===== config.mk =====
export PLATFORM = sky130hd
export DESIGN_NAME = item_cfg_store
export DESIGN_NICKNAME = d
export VERILOG_FILES = /design/src/rtl/vm_cfg_pkg.sv /design/src/rtl/item_table.sv /design/src/rtl/item_cfg_store.sv
export SDC_FILE = /design/constraint.sdc
export NUM_CORES = 1
export LEC_CHECK = 0
export BUFFER_PORTS_ARGS = -buffer_cell sky130_fd_sc_hd__clkbuf_2
export CORE_UTILIZATION = 63
export DETAILED_ROUTE_END_ITERATION = 12
export PLACE_DENSITY = 0.85
export SYNTH_ARGS = -nofsm -noshare
export SYNTH_HDL_FRONTEND = slang
export SYNTH_SLANG_ARGS = --single-unit

===== constraint.sdc =====
create_clock -name clk -period 5.7 [get_ports clk]
set_clock_uncertainty 0.05 [all_clocks]
set_input_delay 0.285 -clock clk [delete_from_list [all_inputs] [get_ports clk]]
set_output_delay 0.285 -clock clk [all_outputs]
set_load 0.02 [all_outputs]

===== src/rtl/vm_cfg_pkg.sv =====
// Shared definitions for the vending item configuration path: default widths,
// responder state encoding and operator write field codes.
package vm_cfg_pkg;

    localparam int unsigned NUM_ITEMS_DEF = 16;
    localparam int unsigned ID_W_DEF      = 10;
    localparam int unsigned COST_W_DEF    = 16;
    localparam int unsigned AVAIL_W_DEF   = 8;
    localparam int unsigned SOLD_W        = 16;

    typedef enum logic [1:0] {
        ST_RUN = 2'd0,
        ST_UPD = 2'd1,
        ST_CFG = 2'd2
    } cfg_state_e;

    localparam logic FIELD_COST  = 1'b0;
    localparam logic FIELD_STOCK = 1'b1;

    localparam logic [COST_W_DEF-1:0] COST_INVALID = '1;

endpackage


===== src/rtl/item_table.sv =====
// Per-item cost and stock storage: one combinational read port covering both
// fields and an independent write port per field.
module item_table import vm_cfg_pkg::*; #(
    parameter int unsigned NUM_ITEMS = NUM_ITEMS_DEF,
    parameter int unsigned ID_W      = ID_W_DEF,
    parameter int unsigned COST_W    = COST_W_DEF,
    parameter int unsigned AVAIL_W   = AVAIL_W_DEF
) (
    input  logic               clk,
    input  logic               rstn,
    input  logic [ID_W-1:0]    rd_idx,
    output logic [COST_W-1:0]  rd_cost_c,
    output logic [AVAIL_W-1:0] rd_stock_c,
    input  logic               cost_we,
    input  logic [ID_W-1:0]    cost_widx,
    input  logic [COST_W-1:0]  cost_wdata,
    input  logic               stock_we,
    input  logic [ID_W-1:0]    stock_widx,
    input  logic [AVAIL_W-1:0] stock_wdata
);

    localparam int unsigned IDX_W = (NUM_ITEMS > 1) ? $clog2(NUM_ITEMS) : 1;
    localparam int unsigned IDP_W = ID_W + 1;
    localparam logic [IDP_W-1:0] NUM_ITEMS_L = IDP_W'(NUM_ITEMS);

    logic [COST_W-1:0]  cost_q  [NUM_ITEMS];
    logic [COST_W-1:0]  cost_d  [NUM_ITEMS];
    logic [AVAIL_W-1:0] stock_q [NUM_ITEMS];
    logic [AVAIL_W-1:0] stock_d [NUM_ITEMS];
    logic               rd_hit;

    // Out-of-range reads return zero so the array is never indexed past its end
    always_comb begin
        rd_hit     = ({1'b0, rd_idx} < NUM_ITEMS_L);
        rd_cost_c  = '0;
        rd_stock_c = '0;
        if (rd_hit) begin
            rd_cost_c  = cost_q[IDX_W'(rd_idx)];
            rd_stock_c = stock_q[IDX_W'(rd_idx)];
        end
    end

    always_comb begin
        cost_d  = cost_q;
        stock_d = stock_q;
        if (cost_we) begin
            cost_d[IDX_W'(cost_widx)] = cost_wdata;
        end
        if (stock_we) begin
            stock_d[IDX_W'(stock_widx)] = stock_wdata;
        end
    end

    always_ff @(posedge clk or negedge rstn) begin
        if (!rstn) begin
            for (int i = 0; i < int'(NUM_ITEMS); i++) begin
                cost_q[i]  <= '0;
                stock_q[i] <= '0;
            end
        end else begin
            cost_q  <= cost_d;
            stock_q <= stock_d;
        end
    end

endmodule


===== src/rtl/item_cfg_store.sv =====
// Item configuration responder: registered cost/stock lookup for the main FSM,
// dispense stock decrements and operator programming while in config mode.
module item_cfg_store import vm_cfg_pkg::*; #(
    parameter int unsigned NUM_ITEMS = NUM_ITEMS_DEF,
    parameter int unsigned ID_W      = ID_W_DEF,
    parameter int unsigned COST_W    = COST_W_DEF,
    parameter int unsigned AVAIL_W   = AVAIL_W_DEF
) (
    input  logic               clk,
    input  logic               rstn,
    input  logic               cfg_mode,
    input  logic               cfg_wr_valid,
    output logic               cfg_wr_ready,
    input  logic               cfg_wr_field,
    input  logic [ID_W-1:0]    cfg_wr_item,
    input  logic [COST_W-1:0]  cfg_wr_data,
    input  logic [ID_W-1:0]    cfg_item_id,
    input  logic               cfg_item_read_req,
    input  logic               cfg_item_update_req,
    output logic [COST_W-1:0]  item_cost,
    output logic [AVAIL_W-1:0] item_available,
    output logic               rd_err,
    output logic               upd_err,
    output logic [SOLD_W-1:0]  sold_total
);

    localparam int unsigned IDP_W = ID_W + 1;
    localparam logic [IDP_W-1:0] NUM_ITEMS_L = IDP_W'(NUM_ITEMS);

    cfg_state_e         state_q, state_d;
    logic [ID_W-1:0]    held_id_q, held_id_d;
    logic [ID_W-1:0]    upd_id_q, upd_id_d;
    logic               pend_q, pend_d;
    logic [ID_W-1:0]    pend_id_q, pend_id_d;
    logic [COST_W-1:0]  item_cost_q, item_cost_d;
    logic [AVAIL_W-1:0] avail_held_q, avail_held_d;
    logic [AVAIL_W-1:0] item_available_q, item_available_d;
    logic               rd_err_q, rd_err_d;
    logic [SOLD_W-1:0]  sold_total_q, sold_total_d;
    logic               cfg_wr_ready_q, cfg_wr_ready_d;

    logic [ID_W-1:0]    tbl_rd_idx;
    logic [COST_W-1:0]  tbl_cost;
    logic [AVAIL_W-1:0] tbl_stock;
    logic               cost_we, stock_we;
    logic [ID_W-1:0]    stock_widx;
    logic [AVAIL_W-1:0] stock_wdata;
    logic [AVAIL_W-1:0] stock_dec;
    logic               upd_in_range, upd_ok, upd_err_c;
    logic               lookup_en;
    logic [ID_W-1:0]    lookup_id;
    logic               wr_hit;

    function automatic logic id_ok(input logic [ID_W-1:0] id);
        return ({1'b0, id} < NUM_ITEMS_L);
    endfunction

    item_table #(
        .NUM_ITEMS (NUM_ITEMS),
        .ID_W      (ID_W),
        .COST_W    (COST_W),
        .AVAIL_W   (AVAIL_W)
    ) u_table (
        .clk         (clk),
        .rstn        (rstn),
        .rd_idx      (tbl_rd_idx),
        .rd_cost_c   (tbl_cost),
        .rd_stock_c  (tbl_stock),
        .cost_we     (cost_we),
        .cost_widx   (cfg_wr_item),
        .cost_wdata  (cfg_wr_data),
        .stock_we    (stock_we),
        .stock_widx  (stock_widx),
        .stock_wdata (stock_wdata)
    );

    always_comb begin
        state_d       = state_q;
        held_id_d     = held_id_q;
        upd_id_d      = upd_id_q;
        pend_d        = pend_q;
        pend_id_d     = pend_id_q;
        item_cost_d   = item_cost_q;
        avail_held_d  = avail_held_q;
        rd_err_d      = 1'b0;
        sold_total_d  = sold_total_q;
        tbl_rd_idx    = held_id_q;
        cost_we       = 1'b0;
        stock_we      = 1'b0;
        stock_widx    = cfg_wr_item;
        stock_wdata   = cfg_wr_data[AVAIL_W-1:0];
        stock_dec     = tbl_stock - AVAIL_W'(1);
        upd_in_range  = id_ok(upd_id_q);
        upd_ok        = 1'b0;
        upd_err_c     = 1'b0;
        lookup_en     = 1'b0;
        lookup_id     = cfg_item_id;
        wr_hit        = 1'b0;

        unique case (state_q)
            ST_RUN: begin
                if (cfg_item_update_req) begin
                    state_d  = ST_UPD;
                    upd_id_d = cfg_item_id;
                end else if (cfg_mode) begin
                    state_d = ST_CFG;
                end
            end
            ST_UPD:  state_d = cfg_mode ? ST_CFG : ST_RUN;
            ST_CFG: begin
                if (!cfg_mode) begin
                    state_d = ST_RUN;
                end
            end
            default: state_d = ST_RUN;
        endcase

        if (state_q == ST_UPD) begin
            // Read port belongs to the stock read-modify-write this cycle
            tbl_rd_idx = upd_id_q;
            upd_ok     = upd_in_range && (tbl_stock != '0);
            upd_err_c  = !upd_ok;
            if (upd_ok) begin
                stock_we    = 1'b1;
                stock_widx  = upd_id_q;
                stock_wdata = stock_dec;
                if (sold_total_q != '1) begin
                    sold_total_d = sold_total_q + SOLD_W'(1);
                end
            end
            // A read issued together with the update targets the same id; answer with the new stock
            if (pend_q) begin
                pend_d    = 1'b0;
                held_id_d = upd_id_q;
                if (upd_in_range) begin
                    item_cost_d  = tbl_cost;
                    avail_held_d = upd_ok ? stock_dec : tbl_stock;
                end else begin
                    item_cost_d  = '1;
                    avail_held_d = '0;
                    rd_err_d     = 1'b1;
                end
            end else if (upd_ok && (upd_id_q == held_id_q)) begin
                avail_held_d = stock_dec;
            end
            if (cfg_item_read_req) begin
                pend_d    = 1'b1;
                pend_id_d = cfg_item_id;
            end
        end else begin
            if ((state_q == ST_RUN) && cfg_item_read_req && !cfg_item_update_req) begin
                lookup_en = 1'b1;
                lookup_id = cfg_item_id;
                pend_d    = 1'b0;
            end else if (pend_q) begin
                lookup_en = 1'b1;
                lookup_id = pend_id_q;
                pend_d    = 1'b0;
            end
            if ((state_q == ST_RUN) && cfg_item_read_req && cfg_item_update_req) begin
                pend_d    = 1'b1;
                pend_id_d = cfg_item_id;
            end
            tbl_rd_idx = lookup_id;
            if (lookup_en) begin
                held_id_d = lookup_id;
                if (id_ok(lookup_id)) begin
                    item_cost_d  = tbl_cost;
                    avail_held_d = tbl_stock;
                end else begin
                    item_cost_d  = '1;
                    avail_held_d = '0;
                    rd_err_d     = 1'b1;
                end
            end
            // Operator writes; out-of-range items are accepted but dropped
            if ((state_q == ST_CFG) && cfg_wr_valid && cfg_wr_ready_q && id_ok(cfg_wr_item)) begin
                wr_hit = (cfg_wr_item == held_id_d);
                if (cfg_wr_field == FIELD_STOCK) begin
                    stock_we = 1'b1;
                    if (wr_hit) begin
                        avail_held_d = cfg_wr_data[AVAIL_W-1:0];
                    end
                end else begin
                    cost_we = 1'b1;
                    if (wr_hit) begin
                        item_cost_d = cfg_wr_data;
                    end
                end
            end
        end

        // Stock is hidden while configuring so no dispense can be enabled
        item_available_d = (state_d == ST_CFG) ? '0 : avail_held_d;
        cfg_wr_ready_d   = (state_d == ST_CFG);
    end

    always_ff @(posedge clk or negedge rstn) begin
        if (!rstn) begin
            state_q          <= ST_RUN;
            held_id_q        <= '0;
            upd_id_q         <= '0;
            pend_q           <= 1'b0;
            pend_id_q        <= '0;
            item_cost_q      <= '0;
            avail_held_q     <= '0;
            item_available_q <= '0;
            rd_err_q         <= 1'b0;
            sold_total_q     <= '0;
            cfg_wr_ready_q   <= 1'b0;
        end else begin
            state_q          <= state_d;
            held_id_q        <= held_id_d;
            upd_id_q         <= upd_id_d;
            pend_q           <= pend_d;
            pend_id_q        <= pend_id_d;
            item_cost_q      <= item_cost_d;
            avail_held_q     <= avail_held_d;
            item_available_q <= item_available_d;
            rd_err_q         <= rd_err_d;
            sold_total_q     <= sold_total_d;
            cfg_wr_ready_q   <= cfg_wr_ready_d;
        end
    end

    assign item_cost      = item_cost_q;
    assign item_available = item_available_q;
    assign rd_err         = rd_err_q;
    assign upd_err        = upd_err_c;
    assign sold_total     = sold_total_q;
    assign cfg_wr_ready   = cfg_wr_ready_q;

endmodule


==> metrics.txt <==
status=complete, no violations; layout cells sized above 1=28.48%; Clock transition at path regs=0.06 ns; Layout Utilization=70.59%; max-cap violations=0; Area contributors post-synth=sky130_fd_sc_hd__dfrtp_1 49%, sky130_fd_sc_hd__mux2_2 16%, sky130_fd_sc_hd__nand2_1 6.1%; total grt overflow=0; clock buffer count from CTS=48; leak pwr=0.01243 uW; largest stage delay on the critical path=0.55 ns; core area=37490 um^2; level count of the clock H-tree=2; fraction of the yosys area taken by sequential cells=48.83%; Pre-Repair DR Iteration Count=9; cell family contributing the most delay on the critical path=simple AND/OR/NAND/NOR gates; total vias in the final route=18500; slack of the critical path=0.2796 ns; Slowest cell on crit path=sky130_fd_sc_hd__dfrtp_1; commonest cells after routing, fill and taps aside=466 x sky130_fd_sc_hd__dfrtp_1, 391 x sky130_fd_sc_hd__nand2_1, 339 x sky130_fd_sc_hd__mux2_2; Yosys reg bits=467; vertical extent of the die=196.9 um; Sw Share=29.84%; First DRT Iteration DRCs=2120; Critical Path Source Type=flop; most frequent standard cell in the layout excluding fill and tap cells=sky130_fd_sc_hd__dfrtp_1; sequential fraction of design power=42.3%; vias in the first global route=18700; sum of negative setup slack=0 ns; top flip-flop cell by instance count after synthesis=sky130_fd_sc_hd__dfrtp_1; Vias per Instance=6.696; total of buffers placed on input and output ports=85; dominant cell type by area after synthesis=sky130_fd_sc_hd__dfrtp_1; clock latency of the later-clocked register in the worst-skew pair=0.61 ns; f_max=184.5 MHz; Area growth, synth to finish=10.58%; effective utilization at floorplan=63.83%; combinational share of power=18.1%; crit path max fanout=16; setup repair after global routing missed its margin=false; part of the total power dissipated in the clock network=39.6%; post-synthesis instance total=2196; normalized max-slew margin=10.27%; peak supply drop=0.0002440 V; class of the tightest hold or removal check=input pin to flop; internal power consumption=5817 uW; final-report max-slew violation count=0; total I/O pin count=86; WS Path Type=flop to flop; Wirelength per Cell=24.08 um; critical path arrival=5.84 ns; number of setup violations in the final report=0; pwr dens=313.3 nW/um^2; overall global routing resource usage=34.34%; DRT antenna net count=0; TritonCTS clock tree=yes; netlist area before placement=23930 um^2; Post-Synthesis Net Count=2242; count of buffering cells on the critical path with inverters included=1; library cell used as clock root buffer=sky130_fd_sc_hd__clkbuf_16; deepest clock path buffer count=3; drt drc=0; cell chain of the critical path=or3b_4 -> a211oi_4 -> or3_4 -> nand2_1 -> a32o_1 -> a221oi_1 -> nand3_2 -> ha_1 -> and2_4 -> a41oi_4 -> buf_4 -> nor2b_1 -> mux2_1; actual transition at the worst max-transition pin=1.342 ns; # fillers=2555; Placement Rows=71; distinct cell type count of the synthesized netlist=89; routability cong.=0.9598; required time reported for the critical path endpoint=6.12 ns; share of the synthesized area in the top cell type=48.83%; DP Worst Slack=0.2436 ns; critical path endpoint category=flop; largest net degree at the start of global routing=181; detailed-route wire length=66510 um; wire length of the first global-routing pass=103200 um; average cell area after synthesis=10.90 um^2; number of nets in the final layout=2265; number of setup buffers added after CTS=0; time the final worst path needs with I/O delays and setup=5.420 ns; horizontal die dimension=196.9 um; total clock sinks=467; post-route worst hold slack=0.1104 ns; final hold violation count=0; Seq. cell area=11690 um^2; Total Die Area=38770 um^2; diodes inserted=0; number of flops mapped to enable cells by yosys=0; antenna violations before repair=1; net load switching power=2474 uW; Async SR Flop Fraction=100.0%; share of the cycle needed by the critical path after routing=95.09%; footprint of the multi-input gates=11480 um^2; Post-DP HPWL=40180 um; warnings from Yosys=0
-- tightest hold or removal path: stages --
cell and delay (ns):
sky130_fd_sc_hd__clkbuf_2 0.08, sky130_fd_sc_hd__nand2_1 0.06, sky130_fd_sc_hd__or2_2 0.22, sky130_fd_sc_hd__inv_1 0.06
-- what timing repair did --
item                       CTS  global route
hold buffers                12             0
hold endpoints to repair    84             0
setup endpoints to repair    0            55
gates resized for setup      0             2
-- layer usage --
| layer | routed length [um] | global-route usage (%) | up-vias |
|---|---|---|---|
| met3 | 5874 | 6.708 | 292 |
| met4 | 3681 | 20.33 | 2 |
| met5 | 26 | 0 | - |
| li1 | - | - | 7881 |
| met1 | 25680 | 44.03 | 9219 |
| met2 | 31250 | 54.39 | 1101 |
-- registers in the layout (all words and copies together), names as in the netlist, 8 cells and up --
| register | count |
|---|---|
| avail_held_q | 8 |
| held_id_q | 10 |
| item_available | 8 |
| item_cost | 16 |
| pend_id_q | 10 |
| sold_total | 16 |
| u_table.cost_q | 256 |
| u_table.stock_q | 128 |
| upd_id_q | 10 |
-- power by group through the flow --
stage / clock network [uW] / registers, uW / logic (uW)
detailed placement: 0 / 3560 / 1430
CTS: 3300 / 3500 / 1450
global placement: 0 / 3560 / 1400
global route: 3430 / 3520 / 1590
floorplan: 0 / 3540 / 965
finish: 3280 / 3510 / 1500
-- kinds of logic (layout without fill, tap and decap cells) --
group                      after synthesis  count (layout)  share of synthesized area, %
and+or+nand+nor                        738             739                         13.92
muxes                                  443             443                         21.44
buffers and inverters                  199             253                         3.503
xor gates and xnor gates                37              37                         1.354
adders and majority gates                3               3                        0.1569
DFF                                    467             467                         48.83
AOI/OAI and AO/OA                      309             309                         10.79
-- through the flow --
step	instances	total power, uW	area (um^2)
floorplan	2196	4509	23930
global placement	2667	4957	24710
detailed placement	2667	4998	24710
CTS	2761	8256	26450
global route	2762	8536	26460
finish	2762	8291	26460
-- Yosys cell counts, types with 28 or more instances --
master                     instances
sky130_fd_sc_hd__dfrtp_1         467
sky130_fd_sc_hd__nand2_1         391
sky130_fd_sc_hd__mux2_2          339
sky130_fd_sc_hd__nand3_1         129
sky130_fd_sc_hd__clkbuf_1        113
sky130_fd_sc_hd__nor2_1           79
sky130_fd_sc_hd__o21ai_0          56
sky130_fd_sc_hd__mux2i_1          51
sky130_fd_sc_hd__mux2_4           43
sky130_fd_sc_hd__a21oi_1          42
sky130_fd_sc_hd__o211ai_1         33
sky130_fd_sc_hd__buf_1            30
sky130_fd_sc_hd__xnor2_1          30
sky130_fd_sc_hd__inv_1            28
-- final cells by class --
cell class | instances | share of cell area (%)
Inverter | 30 | 0.4255
Clock buffer | 69 | 5.333
Clock inverter | 13 | 0.7754
Tap cell | 511 | 2.416
Sequential cell | 467 | 44.17
Multi-Input combinational cell | 1531 | 43.39
Timing Repair Buffer | 141 | 3.489
-- final timing paths --
| check | from | to | slack [ns] | cells past startpoint |
|---|---|---|---|---|
| setup / recovery | state_q[1] | sold_total[1] | 0.28 | 13 |
| hold / removal | cfg_mode | cfg_wr_ready | 0.11 | 4 |
| setup reg to reg | state_q[1] | sold_total[1] | 0.28 | 13 |
| hold reg to reg | u_table.cost_q[17] | u_table.cost_q[17] | 0.44 | 2 |
| max in group asynchronous | rstn | item_cost[2] | 4.09 | 3 |
| min in group asynchronous | rstn | u_table.stock_q[8] | 0.18 | 2 |
Note: power is estimated with default switching activity, not from simulation.
